**src/rtl/pwm_pkg.sv**
```systemverilog
`default_nettype none
// ============================================================================
//  Module   : pwm_pkg
//  Purpose  : Definitions shared by the PWM encoder and the PWM pulse decoder:
//             guard-error masks, FSM state encodings, default timing
//             constants and the pulse-width clamp helper.
//  Revision : 1.0  initial release
// ============================================================================
package pwm_pkg;

    // Bits[15:14] of a width word carry the decoder's guard-error flags.
    localparam logic [15:0] GUARD_ERROR_LOW  = 16'hC000;
    localparam logic [15:0] GUARD_ERROR_HIGH = 16'h8000;

    localparam logic [1:0] PWM_STATE_IDLE = 2'd0;
    localparam logic [1:0] PWM_STATE_HIGH = 2'd1;
    localparam logic [1:0] PWM_STATE_LOW  = 2'd2;

    localparam int PWM_DEFAULT_MIN_US   = 1000;
    localparam int PWM_DEFAULT_MAX_US   = 2000;
    localparam int PWM_DEFAULT_FRAME_US = 20000;

    typedef enum logic [1:0] {
        ST_IDLE = PWM_STATE_IDLE,
        ST_HIGH = PWM_STATE_HIGH,
        ST_LOW  = PWM_STATE_LOW
    } pwm_state_t;

    function automatic logic [15:0] pwm_clamp(input logic [15:0] value,
                                              input logic [15:0] lo,
                                              input logic [15:0] hi);
        return (value < lo) ? lo : ((value > hi) ? hi : value);
    endfunction

endpackage : pwm_pkg
`default_nettype wire

```
**src/rtl/us_tick_gen.sv**
```systemverilog
`default_nettype none
// ============================================================================
//  Module   : us_tick_gen
//  Purpose  : 1 us strobe generator. Counts 0..CLK_DIV-1 and asserts o_tick
//             while the count equals CLK_DIV-1 (CLK_DIV = CLOCK_FREQ / 1 MHz).
//  Ports    : i_clk   - system clock
//             i_reset - synchronous active-high reset
//             i_clear - holds the divider at 0 while high
//             o_tick  - 1 us strobe
//  Revision : 1.0  initial release
// ============================================================================
module us_tick_gen #(
    parameter int CLOCK_FREQ = 50_000_000
) (
    input  logic i_clk,
    input  logic i_reset,
    input  logic i_clear,
    output logic o_tick
);

    localparam int              CLK_DIV = CLOCK_FREQ / 1_000_000;
    localparam int              CW      = (CLK_DIV > 1) ? $clog2(CLK_DIV) : 1;
    localparam logic [CW-1:0]   C_LAST  = CW'(CLK_DIV - 1);

    logic [CW-1:0] r_cnt;

    always_ff @(posedge i_clk) begin
        if (i_reset || i_clear) begin
            r_cnt <= '0;
        end else if (r_cnt == C_LAST) begin
            r_cnt <= '0;
        end else begin
            r_cnt <= r_cnt + 1'b1;
        end
    end

    assign o_tick = (r_cnt == C_LAST);

endmodule : us_tick_gen
`default_nettype wire

```
**src/rtl/pwm_encoder.sv**
```systemverilog
`default_nettype none
// ============================================================================
//  Module   : pwm_encoder
//  Purpose  : RC-servo / ESC PWM generator. Emits one high pulse of the
//             active width (us) at the start of every FRAME_US frame. Width
//             words are clamped to MIN_US..MAX_US into a shadow register that
//             is copied to the active width only at a frame start.
//  Config   : `define PWM_WATCHDOG_EN to fall back to DEFAULT_US after
//             WDOG_FRAMES frame starts without a valid word.
//  Ports    : i_clk         - system clock
//             i_reset       - synchronous active-high reset
//             i_enable      - generate frames (0: idle after current frame)
//             i_pwm_value   - width in us, bits[15:14] = guard-error flags
//             i_pwm_valid   - i_pwm_value presented
//             o_pwm_ready   - encoder accepts words (valid&&ready = accept)
//             o_pwm_reject  - 1-cycle pulse: accepted word had guard error
//             o_frame_start - 1-cycle pulse coincident with o_pwm rising
//             o_pwm         - registered PWM output
//  Revision : 1.0  initial release
// ============================================================================
module pwm_encoder
    import pwm_pkg::*;
#(
    parameter int CLOCK_FREQ  = 50_000_000,
    parameter int FRAME_US    = PWM_DEFAULT_FRAME_US,
    parameter int MIN_US      = PWM_DEFAULT_MIN_US,
    parameter int MAX_US      = PWM_DEFAULT_MAX_US,
    parameter int DEFAULT_US  = 1000,
    parameter int WDOG_FRAMES = 25
) (
    input  logic        i_clk,
    input  logic        i_reset,
    input  logic        i_enable,
    input  logic [15:0] i_pwm_value,
    input  logic        i_pwm_valid,
    output logic        o_pwm_ready,
    output logic        o_pwm_reject,
    output logic        o_frame_start,
    output logic        o_pwm
);

    localparam logic [15:0] C_FRAME_LAST = 16'(FRAME_US - 1);
    localparam logic [15:0] C_MIN        = 16'(MIN_US);
    localparam logic [15:0] C_MAX        = 16'(MAX_US);
    localparam logic [15:0] C_DEFAULT    = 16'(DEFAULT_US);

    if (MAX_US >= FRAME_US || MIN_US < 1 || WDOG_FRAMES > 255) begin : g_param_check
        $error("pwm_encoder: parameters need 1 <= MIN_US, MAX_US < FRAME_US, WDOG_FRAMES <= 255");
    end

    pwm_state_t  r_state;
    pwm_state_t  w_state_nxt;
    logic [15:0] r_us_cnt;
    logic [15:0] r_active;
    logic [15:0] r_shadow;
    logic        r_ready;
    logic        r_reject;
    logic        r_frame_start;
    logic        r_pwm;
    logic        w_tick;
    logic        w_tick_clear;
    logic        w_accept;
    logic        w_guard_err;
    logic        w_frame_start;
    logic        w_pulse_end;

    // Divider is parked at 0 in IDLE so the first us of a frame is full length.
    assign w_tick_clear = (r_state == ST_IDLE);

    us_tick_gen #(
        .CLOCK_FREQ (CLOCK_FREQ)
    ) u_us_tick_gen (
        .i_clk   (i_clk),
        .i_reset (i_reset),
        .i_clear (w_tick_clear),
        .o_tick  (w_tick)
    );

    assign w_accept    = i_pwm_valid && r_ready;
    assign w_guard_err = |(i_pwm_value & GUARD_ERROR_LOW);

    // ---------------- FSM ----------------
    always_ff @(posedge i_clk) begin
        if (i_reset) begin
            r_state <= ST_IDLE;
        end else begin
            r_state <= w_state_nxt;
        end
    end

    always_comb begin
        w_state_nxt   = r_state;
        w_frame_start = 1'b0;
        w_pulse_end   = 1'b0;
        case (r_state)
            ST_IDLE: begin
                if (i_enable) begin
                    w_frame_start = 1'b1;
                    w_state_nxt   = ST_HIGH;
                end
            end
            ST_HIGH: begin
                if (w_tick && (r_us_cnt == (r_active - 16'd1))) begin
                    w_pulse_end = 1'b1;
                    w_state_nxt = ST_LOW;
                end
            end
            ST_LOW: begin
                if (w_tick && (r_us_cnt == C_FRAME_LAST)) begin
                    if (i_enable) begin
                        w_frame_start = 1'b1;
                        w_state_nxt   = ST_HIGH;
                    end else begin
                        w_state_nxt   = ST_IDLE;
                    end
                end
            end
            default: w_state_nxt = ST_IDLE;
        endcase
    end

    // ---------------- Datapath / outputs ----------------
    always_ff @(posedge i_clk) begin
        if (i_reset) begin
            r_pwm         <= 1'b0;
            r_ready       <= 1'b0;
            r_reject      <= 1'b0;
            r_frame_start <= 1'b0;
            r_us_cnt      <= '0;
            r_active      <= C_DEFAULT;
        end else begin
            r_ready       <= 1'b1;
            r_reject      <= w_accept && w_guard_err;
            r_frame_start <= w_frame_start;
            if (w_frame_start) begin
                // Shadow sampled here, so a word accepted on this same edge
                // lands in the following frame.
                r_us_cnt <= '0;
                r_active <= r_shadow;
                r_pwm    <= 1'b1;
            end else begin
                if (w_pulse_end) begin
                    r_pwm <= 1'b0;
                end
                if (r_state == ST_IDLE) begin
                    r_us_cnt <= '0;
                end else if (w_tick) begin
                    r_us_cnt <= r_us_cnt + 16'd1;
                end
            end
        end
    end

    // ---------------- Shadow register ----------------
`ifdef PWM_WATCHDOG_EN
    localparam logic [7:0] C_WDOG = 8'(WDOG_FRAMES);
    logic [7:0] r_wdog_cnt;

    always_ff @(posedge i_clk) begin
        if (i_reset) begin
            r_shadow   <= C_DEFAULT;
            r_wdog_cnt <= '0;
        end else if (w_accept && !w_guard_err) begin
            r_shadow   <= pwm_clamp(i_pwm_value, C_MIN, C_MAX);
            r_wdog_cnt <= '0;
        end else begin
            if (w_frame_start && (r_wdog_cnt != 8'hFF)) begin
                r_wdog_cnt <= r_wdog_cnt + 8'd1;
            end
            // Keeps forcing the failsafe width until a fresh word arrives.
            if (r_wdog_cnt >= C_WDOG) begin
                r_shadow <= C_DEFAULT;
            end
        end
    end
`else
    always_ff @(posedge i_clk) begin
        if (i_reset) begin
            r_shadow <= C_DEFAULT;
        end else if (w_accept && !w_guard_err) begin
            r_shadow <= pwm_clamp(i_pwm_value, C_MIN, C_MAX);
        end
    end
`endif

    assign o_pwm         = r_pwm;
    assign o_pwm_ready   = r_ready;
    assign o_pwm_reject  = r_reject;
    assign o_frame_start = r_frame_start;

endmodule : pwm_encoder
`default_nettype wire

```
**config.mk**
```make
export PLATFORM = sky130hd
export DESIGN_NAME = pwm_encoder
export DESIGN_NICKNAME = d
export VERILOG_FILES = /design/src/rtl/pwm_pkg.sv /design/src/rtl/us_tick_gen.sv /design/src/rtl/pwm_encoder.sv
export SDC_FILE = /design/constraint.sdc
export NUM_CORES = 1
export LEC_CHECK = 0
export BUFFER_PORTS_ARGS = -buffer_cell sky130_fd_sc_hd__buf_2
export CAP_MARGIN = 30
export CORE_MARGIN = 8
export CORE_UTILIZATION = 45
export CTS_BUF_LIST = sky130_fd_sc_hd__clkbuf_4 sky130_fd_sc_hd__clkbuf_8 sky130_fd_sc_hd__clkbuf_16
export CTS_CLUSTER_DIAMETER = 30
export CTS_CLUSTER_SIZE = 30
export DETAILED_ROUTE_END_ITERATION = 6
export PLACE_DENSITY = 0.7
export SYNTH_ARGS = -nofsm -noshare
export SYNTH_HDL_FRONTEND = slang
export SYNTH_HIERARCHICAL = 1
export SYNTH_SLANG_ARGS = --single-unit
```
**constraint.sdc**
```tcl
create_clock -name i_clk -period 2.3 [get_ports i_clk]
set_input_delay 0.23 -clock i_clk [delete_from_list [all_inputs] [get_ports i_clk]]
set_output_delay 0.23 -clock i_clk [all_outputs]
set_load 0.01 [all_outputs]
```
==> impl_metrics.toml, run 1 <==
[synth]
synth_sequential_area_ratio_pct = 41.6
syn-mean-instance-area_sq_um = 8.80
netlist_area_sq_um = 2890
synth.net_count = 352
yosysWarnings = 6
syn_inst = 328
post_synthesis_simple_gate_area_fraction_pct = 25.9
synth_top_family_by_area = "simple AND/OR/NAND/NOR gates"
synth_mux_area_share_pct = 6.59
ys_seq_elements = 60
synth-adder-area-share_pct = 1.73
ys_dominant_reg_cell = "sky130_fd_sc_hd__dfxtp_1"
yosys.cell_types.count = 49
async_flop_share_pct = 0
synth_compound_area_share_pct = 8.33
synthXorXnorAreaFrac_pct = 12.7
synth-edff-count = 0

[cells_and_area]
antennaDiodeCount = 0
finalInstanceArea_sq_um = 3470
fin_nets = 393
post_route_cells_drive_above_1_share_pct = 21.4
area_growth_pct = 20.3

[timing]
postLayoutSetupSlackWorst_ns = 0.0615
grt_setup_unrepaired = "yes"
setup_skew_after_layout_ns = 0.0114
final.period_utilization_pct = 97.3
fmax_ghz = 0.447
timing.setup.tns_ns = 0
timing_max_transition_violations_final = 0
setup_viol = 0
final_hold_viol_count = 0
timing.slew.headroom_pct = 68.6
timing_worst_slew_pin_value_ns = 0.470
post-route-min-period_ns = 2.24

[critical_path]
worst_ep_required_time_ns = 2.50
reg2reg_from = "r_active[3]"
crit_start = "r_active[3]"
critical_path.endpoint_type = "flop"
crit_path_top_delay_cell = "sky130_fd_sc_hd__or4_4"
worst-r2r-cell-count = 6
startpoint_type = "flop"
regToRegSetupSlack_ns = 0.06
critical_path_arrival_ns = 2.44
regToRegEndpoint = "r_state[0]"
critPathTopFamily = "simple AND/OR/NAND/NOR gates"
ordered_list_of_cells_on_the_worst_path = "or4_4 -> or3_4 -> nor3_4 -> xnor2_2 -> nor4_4 -> a41oi_2"
cp_bufs_invs = 0
cp_max_fo = 6
max_stage_delay_ns = 0.58
worstSetupPathType = "reg -> reg"

[clocking]
cts_inserted_buffers = 9
cts.reportedPaths.clkPinSlew_ns = 0.08
buffer_depth_of_the_longest_clock_path = 2
htreeDepth = 3
cts_hold_repair.buffers = 0
cts_sinks = 60
clock_insertion_delay_worst_skew_ns = 0.34
cts_root_buffer = "sky130_fd_sc_hd__clkbuf_8"
tritoncts = "built"

[grt]
global_route.usage.met3_pct = 4.91
antenna_found_initial = 0
total_global_route_track_usage_pct = 14.5
busiest_layer = "met2"
grt_pass1_wl_mm = 10.6
gr-usage-met1_pct = 17.5
grt_util_met2_pct = 23.8
maximum_number_of_pins_on_one_net_before_global_route_repair = 19
first_global_vias = 2412
grt-ovfl-total = 0

[power_and_ir_drop]
leakage_power_total_nw = 1.36
power.ir.vdd_worst_mv = 0.454
cellPowerDensity_nw_per_um2 = 612

[min_path]
hold_path.startpoint = "i_pwm_value[6]"
hold_path_class = "in -> reg"
hold_path_end = "r_shadow[6]"
hold_path_depth = 3

[detailed_routing]
vias = 2338
dr.first_iter.drc_count = 112
ant_nets = 0
residual_drc = 0
drt-pass1-iter-count = 4
vias_per_cell = 5.18
post_drt_wl_per_cell_microns = 13.5
postRouteWirelength_mm = 6.11

[place]
placed_area_sq_um = 3180
placer_s_final_routability_congestion_estimate = 0.787
dp_hpwl_mm = 4.55
io_buffer_count = 23
post-place-ws_ns = -0.0162

[floorplan]
floorplan.io_pins = 24
die_width_microns = 96.1
start_util_pct = 46.0
std_cell_rows = 29
die_area_sq_um = 9230
core_area_sq_um = 6280
die_y_microns = 96.1

[flow_run]
max_cap_viols = 0

[status]
run_status = "completed"
## cell usage in the layout (no fill, tap or decap), types with 2 or more instances in the layout
master                       instances
sky130_fd_sc_hd__o22ai_1             6
sky130_fd_sc_hd__nor2_1             62
sky130_fd_sc_hd__nor4b_1             2
sky130_fd_sc_hd__a22oi_1             3
sky130_fd_sc_hd__or4_4               2
sky130_fd_sc_hd__xnor2_1            22
sky130_fd_sc_hd__clkinvlp_4          3
sky130_fd_sc_hd__nor4_2              3
sky130_fd_sc_hd__a21oi_1             3
sky130_fd_sc_hd__nand2_1            25
sky130_fd_sc_hd__xor2_1             19
sky130_fd_sc_hd__dfxtp_1            60
sky130_fd_sc_hd__clkbuf_8            9
sky130_fd_sc_hd__nand2b_1            3
sky130_fd_sc_hd__buf_4              17
sky130_fd_sc_hd__nand3_1             8
sky130_fd_sc_hd__inv_1              10
sky130_fd_sc_hd__o21ai_0             8
sky130_fd_sc_hd__nor3_1              7
sky130_fd_sc_hd__buf_2              23
sky130_fd_sc_hd__nor2b_1             2
sky130_fd_sc_hd__or3_4               2
sky130_fd_sc_hd__or3_1               3
sky130_fd_sc_hd__nor4_1              2
sky130_fd_sc_hd__or2_2               4
sky130_fd_sc_hd__nand4_1             4
sky130_fd_sc_hd__ha_1                4
sky130_fd_sc_hd__and4_1              2
sky130_fd_sc_hd__and2_1              2
sky130_fd_sc_hd__and3_1              6
sky130_fd_sc_hd__mux2i_1            19
sky130_fd_sc_hd__or4_1               2
## state kept, by name, summed over array words and instances (netlist names)
| name | cells |
|---|---|
| o_frame_start | 1 |
| r_active | 16 |
| o_pwm | 1 |
| o_pwm_ready | 1 |
| o_pwm_reject | 1 |
| r_state | 2 |
| u_us_tick_gen/r_cnt | 6 |
| r_us_cnt | 16 |
| r_shadow | 16 |
## metrics by stage
stage | instances | total power, mW | hold slack, ns | utilization [%]
floorplan | 328 | 1.14 | 0.354 | -
global placement | 432 | 1.19 | 0.444 | 50.7
detailed placement | 432 | 1.19 | 0.447 | 50.7
CTS | 449 | 2.13 | 0.103 | 54.2
global route | 451 | 2.21 | 0.108 | 55.3
finish | 451 | 2.13 | 0.113 | 55.3
## synth_stat cells (4+ instances only)
master,count,area [sq um]
sky130_fd_sc_hd__nor2_1,62,233
sky130_fd_sc_hd__dfxtp_1,60,1200
sky130_fd_sc_hd__nand2_1,25,93.8
sky130_fd_sc_hd__xnor2_1,23,201
sky130_fd_sc_hd__mux2i_1,19,190
sky130_fd_sc_hd__xor2_1,19,166
sky130_fd_sc_hd__inv_1,10,37.5
sky130_fd_sc_hd__o21ai_0,9,45.0
sky130_fd_sc_hd__clkbuf_1,8,30.0
sky130_fd_sc_hd__nand3_1,8,40.0
sky130_fd_sc_hd__nor3_1,7,35.0
sky130_fd_sc_hd__and3_1,6,37.5
sky130_fd_sc_hd__o22ai_1,6,37.5
sky130_fd_sc_hd__ha_1,4,50.1
sky130_fd_sc_hd__nand4_1,4,25.0
sky130_fd_sc_hd__or2_2,4,25.0
sky130_fd_sc_hd__or3_1,4,25.0
sky130_fd_sc_hd__or4_1,4,30.0
## logic make-up (layout without fill, tap and decap cells)
group           Yosys count  count (layout)
xor+xnor                 42              42
mux                      19              19
buf+inv                  23              69
fa+ha+maj                 4               4
flops                    60              60
compound gates           33              33
simple gates            147             147
## where the power goes
part | switching [mW] | internal [mW] | leakage, nW
clock network | 0.442 | 0.503 | 0.0918
registers | 0.00658 | 1.05 | 0.485
logic | 0.0662 | 0.0603 | 0.779
total | 0.514 | 1.61 | 1.36
## final cells by class
class / instances / area [sq um]
Clock buffer: 9 / 124
Clock inverter: 7 / 75.1
Fill cell: 586 / 2810
Inverter: 11 / 41.3
Multi-Input combinational cell: 245 / 1650
Sequential cell: 60 / 1200
Tap cell: 77 / 96.3
Timing Repair Buffer: 42 / 288
## worst max-delay path by stage
stage / slack (ns) / endpoint / cells after the start
after global routing: -0.03 / r_active[8] / 12
after CTS: 0.05 / r_active[5] / 11
final: 0.06 / r_state[0] / 6
after floorplan: 0.02 / o_pwm / 11
after global placement: 0.04 / o_pwm / 6
after detailed placement: -0.02 / r_state[0] / 6
## per-layer routing
metal  part of all wire (%)  wire, microns  vias up
met2                     48           2910       43
li1                       -              -     1209
met1                     47           2880     1080
met3                    3.9            237        6
met4                    1.3             82        0
met5                      0              0        -
## tightest hold or removal path, delay by kind of cell
kind                   cells  cell delay [ns]
buffers and inverters      1             0.09
and+or+nand+nor            1             0.06
AOI/OAI and AO/OA          1             0.05
## what timing repair did
| item | 4_1_cts | 5_1_grt |
|---|---|---|
| resized for setup | 2 | 9 |
| cloned | 0 | 1 |
| pin swaps | 1 | 4 |
| buffers inserted | 1 | 1 |
| endpoints found under the setup margin | 8 | 35 |
(Power assumes the default switching activity.)
==> inputs of run 2 (changes only) <==
--- a/config.mk
+++ b/config.mk
@@ -5,6 +5,7 @@
 export SDC_FILE = /design/constraint.sdc
 export NUM_CORES = 1
 export LEC_CHECK = 0
+export ABC_AREA = 1
 export BUFFER_PORTS_ARGS = -buffer_cell sky130_fd_sc_hd__buf_2
 export CAP_MARGIN = 30
 export CORE_MARGIN = 8
==> run 2 against run 1 <==
Critical path depth grew 5; sequential cell count unchanged; via count up 20%; synthesized cell count grew 35%; count of clock-buffer cells in the layout unchanged; non-clock buffer count shrank 15; sequential share of layout area fell by 0.28 points; global-route usage increased by 0.51 points; final area up 0.83%; critical path type unchanged; critical endpoint is now r_active[8]; largest power group unchanged.
==> impl_metrics.toml, run 2 <==
[status]
run_status = "completed"

[synth]
ys_seq_elements = 60
synth.top_cells.by_area = "sky130_fd_sc_hd__dfxtp_1 (39%), sky130_fd_sc_hd__nand2_1 (13%), sky130_fd_sc_hd__nor2_1 (8.7%), sky130_fd_sc_hd__inv_1 (6.4%), sky130_fd_sc_hd__nand3_1 (5.9%)"
ys_dominant_reg_cell = "sky130_fd_sc_hd__dfxtp_1"
async_flop_share_pct = 0
synth_sequential_area_ratio_pct = 39.1
post-synth-top-area-fraction_pct = 39.1
synth.net_count = 467
cell_taking_the_most_area_after_synthesis = "sky130_fd_sc_hd__dfxtp_1"
netlist_area_sq_um = 3070
yosys.cell_types.count = 38
yosysWarnings = 6
syn_inst = 443
synth.cells.most_frequent = "sky130_fd_sc_hd__nand2_1 (110), sky130_fd_sc_hd__nor2_1 (71), sky130_fd_sc_hd__dfxtp_1 (60), sky130_fd_sc_hd__inv_1 (52), sky130_fd_sc_hd__nand3_1 (36)"
synth-edff-count = 0
post-synth-top-count-cell = "sky130_fd_sc_hd__nand2_1"
syn-mean-instance-area_sq_um = 6.94

[clocking]
cts.reportedPaths.clkPinSlew_ns = 0.07
cts_inserted_buffers = 9
cts_post_setup_buffers_inserted = 0
cts_root_buffer = "sky130_fd_sc_hd__clkbuf_8"
htreeDepth = 3
buffer_depth_of_the_longest_clock_path = 2
tritoncts = "built"
cts_sinks = 60
clock_insertion_delay_worst_skew_ns = 0.34

[grt]
antenna_found_initial = 0
grt_pass1_wl_mm = 12.0
first_global_vias = 2750
maximum_number_of_pins_on_one_net_before_global_route_repair = 18
grt-ovfl-total = 0
total_global_route_track_usage_pct = 15.0

[critical_path]
regToRegEndpoint = "r_active[8]"
startpoint_type = "flop"
reg2reg_from = "u_us_tick_gen/r_cnt[0]"
worst_ep_required_time_ns = 2.53
worst-r2r-cell-count = 11
critical_path.endpoint_type = "flop"
regToRegSetupSlack_ns = 0.18
worstSetupPathType = "reg -> reg"
critical_path_arrival_ns = 2.34
cp_max_fo = 11

[floorplan]
die_width_microns = 98.6
die_y_microns = 98.6
die_area_sq_um = 9730
start_util_pct = 45.7
floorplan.io_pins = 24
core_area_sq_um = 6720
std_cell_rows = 30

[detailed_routing]
vias = 2815
drt-pass1-iter-count = 5
ant_nets = 0
route.met2.wl_mm = 3.15
route.layer.met1.wl_mm = 3.26
routed_met3_length_microns = 257
post_drt_wl_per_cell_microns = 12.2
vias_per_cell = 5.03
dr.first_iter.drc_count = 157
residual_drc = 0
postRouteWirelength_mm = 6.82
highest_metal_layer_with_signal_wires = "met4"

[min_path]
hold_path_depth = 3
hold_path_end = "r_shadow[2]"
hold_path_class = "in -> reg"
hold_path.startpoint = "i_pwm_value[2]"

[timing]
timing.setup.tns_ns = 0
timing_worst_slew_pin_value_ns = 0.348
final.period_utilization_pct = 92.0
fmax_ghz = 0.472
grt_setup_unrepaired = "no"
setup_skew_after_layout_ns = 0.00902
post-route-min-period_ns = 2.12
final_hold_viol_count = 0
setup_viol = 0
timing.slew.headroom_pct = 76.8
finalHoldWorstSlack_ns = 0.153
timing_max_transition_violations_final = 0

[cells_and_area]
layout.cells.most_common = "sky130_fd_sc_hd__nand2_1"
post_route_cells_drive_above_1_share_pct = 13.5
finalInstanceArea_sq_um = 3500
fin_nets = 499
nFillCells = 638
reg_top3 = "r_active: 16 flops, r_shadow: 16 flops, r_us_cnt: 16 flops"
layout.cells.most_common_list = "sky130_fd_sc_hd__nand2_1 (109), sky130_fd_sc_hd__nor2_1 (71), sky130_fd_sc_hd__dfxtp_1 (60)"
area_growth_pct = 13.9
antennaDiodeCount = 0
post-route-util_pct = 52.1

[flow_run]
max_cap_viols = 0

[power_and_ir_drop]
cellPowerDensity_nw_per_um2 = 619
power.total_mw = 2.17
leakage_power_total_nw = 1.54
power.ir.vdd_worst_mv = 0.409

[place]
dp_hpwl_mm = 5.29
io_buffer_count = 23
placer_s_final_routability_congestion_estimate = 0.889
placed_area_sq_um = 3290
-- run 2: cell types whose count changed after synthesis, moves of 9 or more --
cell and change:
sky130_fd_sc_hd__a21oi_1 +11, sky130_fd_sc_hd__inv_1 +42, sky130_fd_sc_hd__mux2i_1 -19, sky130_fd_sc_hd__nand2_1 +85, sky130_fd_sc_hd__nand3_1 +28, sky130_fd_sc_hd__nor2_1 +9
sky130_fd_sc_hd__xnor2_1 -17
-- run 2: area by class of cell --
| class | instances | area [sq um] | share of cell area (%) |
|---|---|---|---|
| multi-input combinational | 321 | 1630 | 46.6 |
| clock buffer | 9 | 124 | 3.54 |
| tap | 80 | 100 | 2.86 |
| timing repair buffer | 27 | 158 | 4.50 |
| clock inverter | 7 | 75.1 | 2.14 |
| sequential | 60 | 1200 | 34.3 |
| inverter | 56 | 210 | 6.00 |
-- run 2: through the flow --
stage / worst slack, ns / cells
2_1_floorplan: 0.302 / 443
3_3_place_gp: 0.183 / 544
3_5_place_dp: 0.126 / 544
4_1_cts: 0.0937 / 560
5_1_grt: 0.0180 / 560
6_report: 0.183 / 560
-- run 2: worst max-delay path, stage by stage, from the launching register on --
cell	delay [ns]
sky130_fd_sc_hd__dfxtp_1	0.40
sky130_fd_sc_hd__ha_1	0.19
sky130_fd_sc_hd__nand3_2	0.11
sky130_fd_sc_hd__inv_2	0.12
sky130_fd_sc_hd__nand2_2	0.11
sky130_fd_sc_hd__nor3_4	0.15
sky130_fd_sc_hd__nand2_2	0.09
sky130_fd_sc_hd__o31ai_4	0.24
sky130_fd_sc_hd__nand2_4	0.15
sky130_fd_sc_hd__nor2_8	0.15
sky130_fd_sc_hd__inv_2	0.11
sky130_fd_sc_hd__o22a_1	0.17
-- run 2: metal layers --
layer  global-route usage (%)  vias up
met5                        0        -
li1                         -     1475
met2                     25.5       62
met4                     6.97        0
met1                     17.8     1265
met3                     2.82       13
-- run 2: repair_timing --
action                     in CTS  in global routing
setup endpoints to repair       0                 14
hold buffers                    0                  0
gates resized for setup         0                  4
-- run 2: cell families (layout without fill, tap and decap cells) --
family / after synthesis / in the layout / synth area share (%)
AO/OA/AOI/OAI: 45 / 45 / 9.04
XOR/XNOR: 21 / 21 / 5.99
adder cells (fa/ha/maj): 4 / 4 / 1.63
buffers and inverters: 62 / 99 / 8.10
flip-flops: 60 / 60 / 39.1
AND/OR/NAND/NOR: 251 / 251 / 36.2
-- run 2: worst max-delay path by stage --
stage                     slack, ns           end                   start
final                          0.18   r_active[8]  u_us_tick_gen/r_cnt[0]
after global routing           0.02   r_active[5]  u_us_tick_gen/r_cnt[0]
after CTS                      0.09   r_active[4]  u_us_tick_gen/r_cnt[0]
after detailed placement       0.13   r_active[0]  u_us_tick_gen/r_cnt[0]
after global placement         0.18  r_active[14]  u_us_tick_gen/r_cnt[0]
after floorplan                0.30   r_active[5]  u_us_tick_gen/r_cnt[0]
-- run 2: where the power goes --
| part | switching, mW | leakage (nW) | total [mW] | internal, mW |
|---|---|---|---|---|
| Combinational | 0.0902 | 0.950 | 0.144 | 0.0535 |
| Sequential | 0.0139 | 0.486 | 1.07 | 1.06 |
| Clock | 0.449 | 0.104 | 0.954 | 0.505 |
